$ cat src/rtl/mem_lane_ctrl.sv
// mem_lane_ctrl: Wishbone-style slave that maps one 64 KiB window onto four
// byte-wide memory lanes. Each request is decoded in IDLE, held for
// WAIT_STATES+1 ACCESS cycles, and then finished with a one-cycle ack (or a
// one-cycle err for an address outside the window or an empty byte select).
// Every output comes straight from a flop.
//
// Ports:
//   clk, rst            clock and synchronous active-high reset
//   wb_cyc_i/wb_stb_i   bus cycle / strobe; a request is cyc & stb
//   wb_we_i             1 = write, 0 = read
//   wb_adr_i[31:0]      byte address: [31:16] window, [15:2] word index
//   wb_sel_i[3:0]       byte enables, bit n selects lane n
//   wb_dat_i[31:0]      write data
//   wb_dat_o[31:0]      read data, valid while wb_ack_o is high
//   wb_ack_o, wb_err_o  one-cycle normal / error termination
//   mem_adr[13:0]       word address shared by all lanes
//   mem_en[3:0]         per-lane enable
//   mem_we[3:0]         per-lane write enable (always within mem_en)
//   mem_dat_o[31:0]     lane write data, byte n to lane n
//   mem_dat_i[31:0]     lane read data, byte n from lane n
module mem_lane_ctrl #(
  parameter logic [15:0] BASE_ADR    = 16'h0000,
  parameter int unsigned WAIT_STATES = 0
) (
  input  logic        clk,
  input  logic        rst,
  input  logic        wb_cyc_i,
  input  logic        wb_stb_i,
  input  logic        wb_we_i,
  input  logic [31:0] wb_adr_i,
  input  logic [3:0]  wb_sel_i,
  input  logic [31:0] wb_dat_i,
  output logic [31:0] wb_dat_o,
  output logic        wb_ack_o,
  output logic        wb_err_o,
  output logic [13:0] mem_adr,
  output logic [3:0]  mem_en,
  output logic [3:0]  mem_we,
  output logic [31:0] mem_dat_o,
  input  logic [31:0] mem_dat_i
);

  localparam int unsigned CNT_W   = 3;
  localparam int unsigned ADR_W   = 14;
  localparam int unsigned DATA_W  = 32;
  localparam int unsigned LANES   = 4;
  localparam logic [CNT_W-1:0] LAST_CNT = CNT_W'(WAIT_STATES);

  typedef enum logic [1:0] {
    IDLE   = 2'd0,
    ACCESS = 2'd1,
    ACK    = 2'd2,
    ERR    = 2'd3
  } state_e;

  state_e              state_q,   state_d;
  logic [CNT_W-1:0]    cnt_q,     cnt_d;
  logic [LANES-1:0]    sel_q,     sel_d;
  logic                wr_q,      wr_d;
  logic [ADR_W-1:0]    adr_q,     adr_d;
  logic [DATA_W-1:0]   wdat_q,    wdat_d;
  logic [DATA_W-1:0]   rdat_q,    rdat_d;
  logic [LANES-1:0]    en_q,      en_d;
  logic [LANES-1:0]    we_q,      we_d;
  logic                ack_q,     ack_d;
  logic                err_q,     err_d;

  logic                req;
  logic                bad_req;
  logic                last_access;
  logic                commit_next;
  logic [DATA_W-1:0]   lane_mask;
  logic                unused_adr_bits;

  // Byte offset within a word has no meaning for a word-wide lane array.
  assign unused_adr_bits = ^wb_adr_i[1:0];

  assign req         = wb_cyc_i & wb_stb_i;
  assign bad_req     = (wb_adr_i[31:16] != BASE_ADR) || (wb_sel_i == 4'b0000);
  assign last_access = (cnt_q == LAST_CNT);
  // The write strobe is registered, so it is raised on the edge that enters
  // the final ACCESS cycle.
  assign commit_next = ((cnt_q + CNT_W'(1)) == LAST_CNT);

  // Expand the latched byte selects into a bit mask so unselected lanes read 0.
  always_comb begin
    lane_mask = '0;
    for (int n = 0; n < LANES; n++) begin
      lane_mask[8*n +: 8] = {8{sel_q[n]}};
    end
  end

  // Next-state and next-output logic.
  always_comb begin
    state_d = state_q;
    cnt_d   = cnt_q;
    sel_d   = sel_q;
    wr_d    = wr_q;
    adr_d   = adr_q;
    wdat_d  = wdat_q;
    rdat_d  = rdat_q;
    en_d    = '0;
    we_d    = '0;
    ack_d   = 1'b0;
    err_d   = 1'b0;

    case (state_q)
      IDLE: begin
        if (req) begin
          sel_d  = wb_sel_i;
          wr_d   = wb_we_i;
          adr_d  = wb_adr_i[15:2];
          wdat_d = wb_dat_i;
          cnt_d  = '0;
          if (bad_req) begin
            state_d = ERR;
            err_d   = 1'b1;
          end else begin
            state_d = ACCESS;
            en_d    = wb_sel_i;
            // With no wait states the first ACCESS cycle is also the commit cycle.
            we_d    = (wb_we_i && (LAST_CNT == '0)) ? wb_sel_i : '0;
          end
        end
      end

      ACCESS: begin
        if (!wb_cyc_i) begin
          // Master withdrew the cycle: drop the lanes, no termination.
          state_d = IDLE;
          cnt_d   = '0;
        end else if (last_access) begin
          state_d = ACK;
          ack_d   = 1'b1;
          cnt_d   = '0;
          if (!wr_q) begin
            rdat_d = mem_dat_i & lane_mask;
          end
        end else begin
          cnt_d = cnt_q + CNT_W'(1);
          en_d  = sel_q;
          we_d  = (wr_q && commit_next) ? sel_q : '0;
        end
      end

      ACK: begin
        state_d = IDLE;
      end

      ERR: begin
        state_d = IDLE;
      end

      default: begin
        state_d = IDLE;
      end
    endcase
  end

  // State and output registers.
  always_ff @(posedge clk) begin
    if (rst) begin
      state_q <= IDLE;
      cnt_q   <= '0;
      sel_q   <= '0;
      wr_q    <= 1'b0;
      adr_q   <= '0;
      wdat_q  <= '0;
      rdat_q  <= '0;
      en_q    <= '0;
      we_q    <= '0;
      ack_q   <= 1'b0;
      err_q   <= 1'b0;
    end else begin
      state_q <= state_d;
      cnt_q   <= cnt_d;
      sel_q   <= sel_d;
      wr_q    <= wr_d;
      adr_q   <= adr_d;
      wdat_q  <= wdat_d;
      rdat_q  <= rdat_d;
      en_q    <= en_d;
      we_q    <= we_d;
      ack_q   <= ack_d;
      err_q   <= err_d;
    end
  end

  assign wb_dat_o  = rdat_q;
  assign wb_ack_o  = ack_q;
  assign wb_err_o  = err_q;
  assign mem_adr   = adr_q;
  assign mem_en    = en_q;
  assign mem_we    = we_q;
  assign mem_dat_o = wdat_q;

endmodule

$ cat config.mk
export PLATFORM = sky130hd
export DESIGN_NAME = mem_lane_ctrl
export DESIGN_NICKNAME = d
export VERILOG_FILES = /design/src/rtl/mem_lane_ctrl.sv
export SDC_FILE = /design/constraint.sdc
export NUM_CORES = 1
export LEC_CHECK = 0
export CAP_MARGIN = 20
export CELL_PAD_IN_SITES_DETAIL_PLACEMENT = 1
export CELL_PAD_IN_SITES_GLOBAL_PLACEMENT = 2
export CORE_MARGIN = 4
export CORE_UTILIZATION = 20
export CTS_CLUSTER_SIZE = 16
export DETAILED_ROUTE_END_ITERATION = 7
export MAX_ROUTING_LAYER = met4
export PLACE_DENSITY = 0.88
export SLEW_MARGIN = 20
export SYNTH_ARGS = -nofsm -noshare
export SYNTH_HDL_FRONTEND = slang
export SYNTH_SLANG_ARGS = --single-unit
$ cat constraint.sdc
create_clock -name clk -period 2.05 [get_ports clk]
set_input_delay 0.41 -clock clk [delete_from_list [all_inputs] [get_ports clk]]
set_output_delay 0.41 -clock clk [all_outputs]
set_load 0.02 [all_outputs]
* After elaboration in Yosys (flattened, before gate mapping)
Index checks and enable logic that the tools add are counted.
** Cells by class
- Add/subtract/negate cells :: 1
- Equal/unequal tests :: 5
- Muxes and demuxes :: 23
- Bitwise operators :: 7
- Reductions and logical operators :: 15
** Operators with widths (count)
- 4-bit 2-to-1 mux :: 10
- 32-bit AND :: 1
- 4-bit one-hot mux with 2 select lines :: 2
- 16-bit nonzero test :: 1
- 3-bit 2-to-1 mux :: 3
- 2-bit 2-to-1 mux :: 4
- 3-bit logical NOT :: 2
- 2-bit one-hot mux with 3 select lines :: 1
- 3-bit one-hot mux with 2 select lines :: 1
- 2-bit AND reduction :: 3
- 3-bit OR reduction :: 2
- 1-bit NOT :: 5
- 2-bit == test, second input constant :: 2
- 4-bit logical NOT :: 1
- 4-bit AND reduction :: 1
- 3-bit by 1-bit adder with 3-bit output, second input constant :: 1
- 3-bit inequality test, second input constant :: 1
- 2-bit by 1-bit == test with 1-bit output, second input constant :: 1
- 2-bit logical NOT :: 1
- 1-bit 2-to-1 mux :: 2
- 2-bit inequality test, second input constant :: 1
- 2-bit nonzero test :: 1
- 2-bit OR reduction :: 1
- 1-bit AND :: 1
- other kinds (2) :: 2
** Word-level totals
- Flip-flop bits (word level) :: 98
- Output and inout bits :: 88

* Longest topological paths before layout
Gate-level depths: netlist of the first run.
- Depth after elaboration :: 7
- Depth in mapped cells :: 8
- Depth with buffers taken out :: 6

* Least setup slack after synthesis of the first run
Ideal clock, no wire load.
- Kind :: input to register
- From :: input wb_cyc_i
- To :: register rdat_q[0] (netlist: wb_dat_o[0])
- Setup time :: 0.132 ns
- Arrival :: 1.375 ns
- Setup slack :: 0.543 ns
- Stages on the path :: 7
- Buffers on the path :: 3
- Path through :: buf_2 nand3b_1 or3_1 clkbuf_1 buf_2 nand2_1 a21oi_1
** On the way
- Word-level cells in the longest chain between the ends :: 1
** RTL lines
- from (decl) :: RTL line 27 : input logic wb_cyc_i,
- 4-bit AND reduction (no source line)
- to (signal assigned) :: RTL line 181 : rdat_q <= rdat_d;
- to (decl) :: RTL line 62 : logic [DATA_W-1:0] rdat_q, rdat_d;
No other way between the ends.
A chain may end at the register's enable or synchronous reset.

* Final worst setup path of the first run
- From :: register rdat_q[28] (netlist: wb_dat_o[28])
- To :: output wb_dat_o[28]
** RTL lines
- to (decl) :: RTL line 33 : output logic [31:0] wb_dat_o,
No word-level cell between the ends.

==> summary.md, run 1 <==
| Metric | Value |
|---|---|
| Initial Utilization | 0.205 |
| Avg Inst Size Synth | just over 8 um2 |
| Largest net degree at the start of global routing | 33 |
| Fillers | 2025 |
| Unrepaired setup endpoints after global routing | no |
| Post-synthesis sequential area ratio | 0.550 |
| Reg2Reg Launch Point | cnt_q[0] |
| Leakage power | 2.05 nW |
| CTS Hold Bufs | 0 |
| Slew @ Worst Pin | 0.461 ns |
| Relative slew slack | 0.692 |
| Crit-path max FO | 2 |
| Total routed wirelength | 13400 um |
| Initial antenna violation count | 0 |
| CP arrival | 1.32 ns |
| CP cell instances | clkdlybuf4s50_1 |
| Peak per-stage delay on the critical path | 0.63 ns |
| Number of I/O port buffers | 190 |
| IO Count | 193 |
| HPWL after DPL | 10200 um |
| Root Buffer | clkbuf_16 |
| Die area | 20000 um2 |
| Final period utilization | 0.842 |
| Post-Synth Simple-Gate Area | 0.249 |
| Post-CTS setup buffers | 0 |
| Syn nets | 544 |
| Hold Path Class | reg2reg |
| Vias | between 3000 and 4000 |
| Routability cong. | 0.789 |
| Worst VDD drop | between 0.0004 and 0.0005 V |
| Ys async rst share | 0 |
| Flops & latches, synth | a little under 100 |
| Max Freq | just under 600 MHz |
| Synth Area in Compound Gates | 0.147 |
| Remaining antenna violation count | 0 |
| Total gr overflow | 0 |
| Clock transition at path regs | 0.07 ns |
| N_diodes | 0 |
| Final Instance Count excl. Fillers | 847 |
| Critical Path Start Type | flip-flop |
| Post-synthesis xor/xnor area fraction | 0.00245 |
| Status | finished, final reports clean |
| Htree depth | 3 |
| First-pass GRT wire length | about 21000 um |
| P&R area growth vs syn | 70.1% |
| First DRT Iteration DRCs | around 100 |
| Largest family of logic cells by synthesized area | simple AND/OR/NAND/NOR gates |
| Min-delay src | mem_adr[5] |
| Post-Synthesis Cells | 436 |
| CP Capture Type | output pin |
| Endpoints failing setup | 0 |
| TritonCTS buffer count | 9 |
| Vias in the first global route | 4041 |
| Final net count | 726 |
| Tmin final | 1.73 ns |
| Share of the synthesized area in the top cell type | 0.550 |
| Final hold vios | 0 |
| Drt wl/cell | 15.8 um |
| Setup TNS | 0 ns |
| Die height | ~140 um |
| Die width | about 140 um |
| Core Util, Final | 0.349 |
| # rows | 48 |
| DRC | 0 |
| Via density per instance | 4.43 |
| Register area | 1960 um2 |
| Worst Skew | a little over 0.009 ns |
| Post-CTS sizing | 0 |
| Post-Layout Inst Area | between 6000 and 7000 um2 |
| Worst skew pair latency | around 0.34 ns |
| Mapped Area | 3570 um2 |
| Netlist cell types | 26 |
| Most area-hungry cell type in the Yosys netlist | dfxtp_1 |
| Power density cells | between 600 and 700 nW/um2 |
| WP data required | approximately 1.6 ns |
| Placed cell count | ~830 |
| Synth Area in Adders | 0.0105 |
| Clk sinks | 98 |
| CTS tree | built |
| DRT Pass-1 Iters | 4 |
| CP delay by family, top | buffers and inverters |
| CP bufs+invs | 1 |
| Core area | 17400 um2 |
| Mux contribution to synthesized area | 0 |
| Maxcap violations | 0 |
| EDFF count, synth | 0 |
| Multi-input combinational cell area | 1470 um2 |
| Placed instance area | roughly 5800 um2 |
| Main area contributors after synthesis | dfxtp_1 55%, nand2_1 14%, a21oi_1 12% |
| Top_reg_cell synth | dfxtp_1 |
| Slowest-stage cell, CP | clkdlybuf4s50_1 |
| Slew Viols, Final | 0 |
| Worst Path Class, Setup | reg2out |
| Yosys warnings | 0 |
| WHS | 0.455 ns |
| Setup crit start | wb_dat_o[28] |
| Share of cells above drive strength 1 | 0.0563 |
| Clock tree buffer depth | 2 |
| Overall Global Routing Usage | 0.135 |
## metrics by stage
stage          total power [mW]  setup slack, ns
6_report                   4.24            0.325
5_1_grt                    4.44            0.244
4_1_cts                    4.34            0.293
3_5_place_dp               2.59          0.00637
3_3_place_gp               2.58           0.0410
2_1_floorplan              2.23            0.543
## cell usage in the layout, fill, tap and decap left out, drive strengths merged
cell type and count:
bufinv 1, ha 3, nand3 35, or3b 1, nand4b 1, a22o 8
nand2 137, and4bb 1, a21oi 88, and2b 1, clkbuf 12, clkdlybuf4s50 189
xnor2 1, clkinvlp 1, inv 3, o21bai 1, nand2b 1, buf 15
nor3 3, nor2 6, or2 1, nor4 7, a31oi 1, or3 2
nand3b 1, nand4 4, dfxtp 98
## power breakdown
| part | internal [mW] | switching [mW] |
|---|---|---|
| clock network | 0.983 | 0.717 |
| logic | 0.305 | 0.241 |
| registers | 1.96 | 0.0418 |
| total | 3.24 | 1.00 |
## layout make-up
cell class,instances,share of cell area
flip-flops and latches,98,0.323
well taps,225,0.0464
repair buffers,204,0.338
multi-input cells,303,0.242
clock buffers,12,0.0406
inverters,2,0.00124
clock inverters,3,0.00804
## registers in the layout, indices dropped and copies added (netlist names)
register / count
mem_we: 4
sel_q: 4
wb_err_o: 1
mem_dat_o: 32
wb_ack_o: 1
state_q: 2
cnt_q: 3
wb_dat_o: 32
mem_adr: 14
mem_en: 4
wr_q: 1
## layer usage
layer  wire, um  up-vias  GRT usage  share of wire
li1           -     1823          -              -
met1       5640     1787      0.154           0.42
met2       6550      129      0.228           0.49
met3       1040       13     0.0421          0.077
met4        156        0     0.0399          0.012
met5          0        -          -              0
## path summary, 6_finish.rpt
path                                     end  slack [ns]  cells past startpoint
worst max register to register  wb_dat_o[14]        0.46                      7
worst min-delay path              mem_adr[5]        0.45                      2
worst min register to register    mem_adr[5]        0.45                      2
worst max-delay path            wb_dat_o[28]        0.32                      1
## Yosys cell counts (all sizes together), types with 2 or more instances
| master | n |
|---|---|
| a21oi | 88 |
| a22o | 8 |
| buf | 13 |
| clkbuf | 20 |
| dfxtp | 98 |
| ha | 3 |
| inv | 2 |
| nand2 | 137 |
| nand3 | 35 |
| nand4 | 4 |
| nor2 | 6 |
| nor3 | 3 |
| nor4 | 7 |
| or3 | 2 |
## logic make-up after synthesis
group,Yosys count
buffers and inverters,35
DFF,98
and+or+nand+nor,201
AOI/OAI and AO/OA,98
adders and majority gates,3
xor gates and xnor gates,1
(Power assumes the default switching activity.)
==> run 2, diff against run 1 <==
Settings changed: CORE_UTILIZATION 20 to 18, PLACE_DENSITY 0.88 to 0.84.
Clock period 2.05 ns to 1.4 ns, I/O delays scaled along.
==> summary.md, run 2 (synthesized netlist as in run 1, its figures left out) <==
| Metric | Value |
|---|---|
| Final hold vios | 0 (unchanged) |
| Sequential share of power | 0.446 (-0.025) |
| Share of total power in the clock network | 0.421 (+0.021) |
| Maxcap violations | 0 (unchanged) |
| Total routed wirelength | 13700 um (+2.6%) |
| Initial Utilization | 0.183 (-0.0215) |
| Int Power | 4.92 mW (+52%) |
| Min-delay src | rst |
| First DRT Iteration DRCs | 113 (+12%) |
| Worst Skew | 0.00654 ns (-0.00275 ns) |
| Vias | 3825 (+1.9%) |
| Final net count | 760 (+4.7%) |
| Die area | 22100 um2 (+10%) |
| Placed instance area | 6030 um2 (+4.4%) |
| IO Count | 193 (unchanged) |
| Routability cong. | 0.711 (-9.9%) |
| Remaining antenna violation count | 0 (unchanged) |
| Unrepaired setup endpoints after global routing | yes |
| TritonCTS buffer count | 9 (unchanged) |
| Failing checks | setup timing |
| CP arrival | 1.69 ns (+0.37 ns) |
| Post-place setup slack | -0.474 ns (-0.481 ns) |
| Initial antenna violation count | 0 (unchanged) |
| Root Buffer | clkbuf_16 |
| Most frequent cells in the layout | 135 x nand2_1, 103 x dlygate4sd2_1, 94 x dfxtp_1 |
| CP Capture Type | flip-flop |
| Hold Path Class | in2reg |
| Critical Path Start Type | flip-flop |
| Register area | 1970 um2 (+0.38%) |
| Tmin final | 1.47 ns |
| Worst VDD drop | 0.000476 V (+12%) |
| First-pass GRT wire length | 21000 um (about the same) |
| Core area | 19500 um2 (+12%) |
| HPWL after DPL | 9940 um (-2.8%) |
| Slew @ Worst Pin | 0.455 ns (-0.00645 ns) |
| Overall Global Routing Usage | 0.122 (-0.0126) |
| Status | finished, violations left |
| Largest net degree at the start of global routing | 33 (unchanged) |
| Via density per instance | 4.14 (-6.4%) |
| Fillers | 2290 (+13%) |
| Placed cell count | 895 (+7.6%) |
| Crit-path max FO | 19 (+17) |
| Post-Layout Inst Area | 6550 um2 (+7.9%) |
| Path depth of the worst reg2reg path | 5 (-2) |
| Clock tree buffer depth | 2 (unchanged) |
| Reg-to-reg setup timing slack | -0.07 ns (-0.53 ns) |
| Power density cells | 997 nW/um2 (+43%) |
| Final Worst Setup Slack | -0.0671 ns (-0.392 ns) |
| Number of I/O port buffers | 190 (unchanged) |
| # rows | 51 (+6.3%) |
| Final Instance Count excl. Fillers | 923 (+9.0%) |
| Psw | 1.61 mW (+61%) |
| Multi-input combinational cell area | 1600 um2 (+8.8%) |
| Die height | 149 um (+5.1%) |
| P&R area growth vs syn | 83.5% |
| Logic pwr share | 0.133 (+0.004) |
| Reg2Reg Launch Point | state_q[1] |
| CTS tree | built |
| Htree depth | 3 (unchanged) |
| Worst skew pair latency | 0.34 ns (about the same) |
| WP data required | 1.62 ns (-0.02 ns) |
| Endpoints failing setup | 43 (+43) |
| Final period utilization | 1.05 |
| Drt wl/cell | 14.9 um (-5.8%) |
| Die width | 149 um (+5.1%) |
| Clk sinks | 98 (unchanged) |
| Worst Path Class, Setup | reg2reg |
| Hold Path Stages | 2 (unchanged) |
| Total gr overflow | 0 (unchanged) |
| DRC | 0 (unchanged) |
| Max Freq | 682 MHz |
| Worst r2r dst | wb_dat_o[3] |
| Clock transition at path regs | 0.07 ns (about the same) |
| Hold Path Sink | sel_q[3] |
| Vias in the first global route | 3916 (-3.1%) |
| Leakage power | 2.74 nW (+33%) |
| Share of cells above drive strength 1 | 0.158 (+0.102) |
| DRT Pass-1 Iters | 4 (unchanged) |
| Total Power | 6.53 mW (+54%) |
| Relative slew slack | 0.696 (+0.00431) |
| Switch share | 0.247 (+0.0115) |
| Most common cell after layout, fill and taps aside | nand2_1 |
| Slew Viols, Final | 0 (unchanged) |
| Setup TNS | -1.49 ns (-1.49 ns) |
-- run 2: cell types whose count changed in the layout (fill, tap and decap cells not counted), sizes merged, moves of 2 or more --
cell and change:
clkdlybuf4s50 -105, dlygate4sd2 +103, buf +32, clkinv +2
-- run 2: repair_timing --
action,4_1_cts,5_1_grt
hold buffers,0,0
setup endpoints to repair,171,95
gates resized for setup,118,37
setup buffers,4,6
pin swaps,7,10
gates cloned,1,2
-- run 2: per-stage QoR --
stage          hold WS [ns]  utilization
2_1_floorplan         0.406            -
3_3_place_gp          0.438        0.310
3_5_place_dp          0.444        0.310
4_1_cts               0.261        0.326
5_1_grt               0.255        0.336
6_report              0.256        0.337
-- run 2: area by class of cell --
type / count / area share
well taps: 265 / 0.0506
flip-flops and latches: 98 / 0.301
diodes: 1 / 0.000382
clock buffers: 9 / 0.0344
clock inverters: 7 / 0.0155
inverters: 2 / 0.00153
repair buffers: 238 / 0.353
multi-input cells: 303 / 0.244
-- run 2: critical path, stage by stage (launching register included) --
cell      delay, ns
dfxtp_2        0.35
nand3b_1       0.24
or3_4          0.45
buf_12         0.17
nand2_1        0.08
a21oi_2        0.05
-- run 2: power groups by stage --
stage               registers, mW  clock network (mW)  logic, mW
global route                 2.93                2.99      0.936
floorplan                    3.05                   0      0.218
detailed placement           2.98                   0      0.852
global placement             2.98                   0      0.847
finish                       2.91                2.75      0.868
CTS                          2.92                2.86      0.834
-- run 2: how the worst max path moves through the flow --
stage | start | end | slack [ns]
6_report | state_q[1] | wb_dat_o[3] | -0.07
5_1_grt | cnt_q[0] | wb_dat_o[3] | -0.12
4_1_cts | state_q[1] | wb_dat_o[3] | -0.06
3_5_place_dp | wb_cyc_i | wb_dat_o[3] | -0.47
3_3_place_gp | wb_adr_i[29] | mem_en[1] | -0.45
2_1_floorplan | cnt_q[1] | wb_dat_o[0] | 0.006
-- run 2: routing by layer --
layer	vias up	track usage	part of all wire
met1	1800	0.146	0.44
li1	1903	-	-
met3	14	0.0377	0.068
met2	108	0.200	0.48
met4	0	0.0362	0.017
met5	-	-	0
==> run 3, diff against run 2 <==
Settings changed: CTS_CLUSTER_DIAMETER from default to 150.
==> results of run 3 <==
Final layout, timing and power as in run 2 (identical DEF).
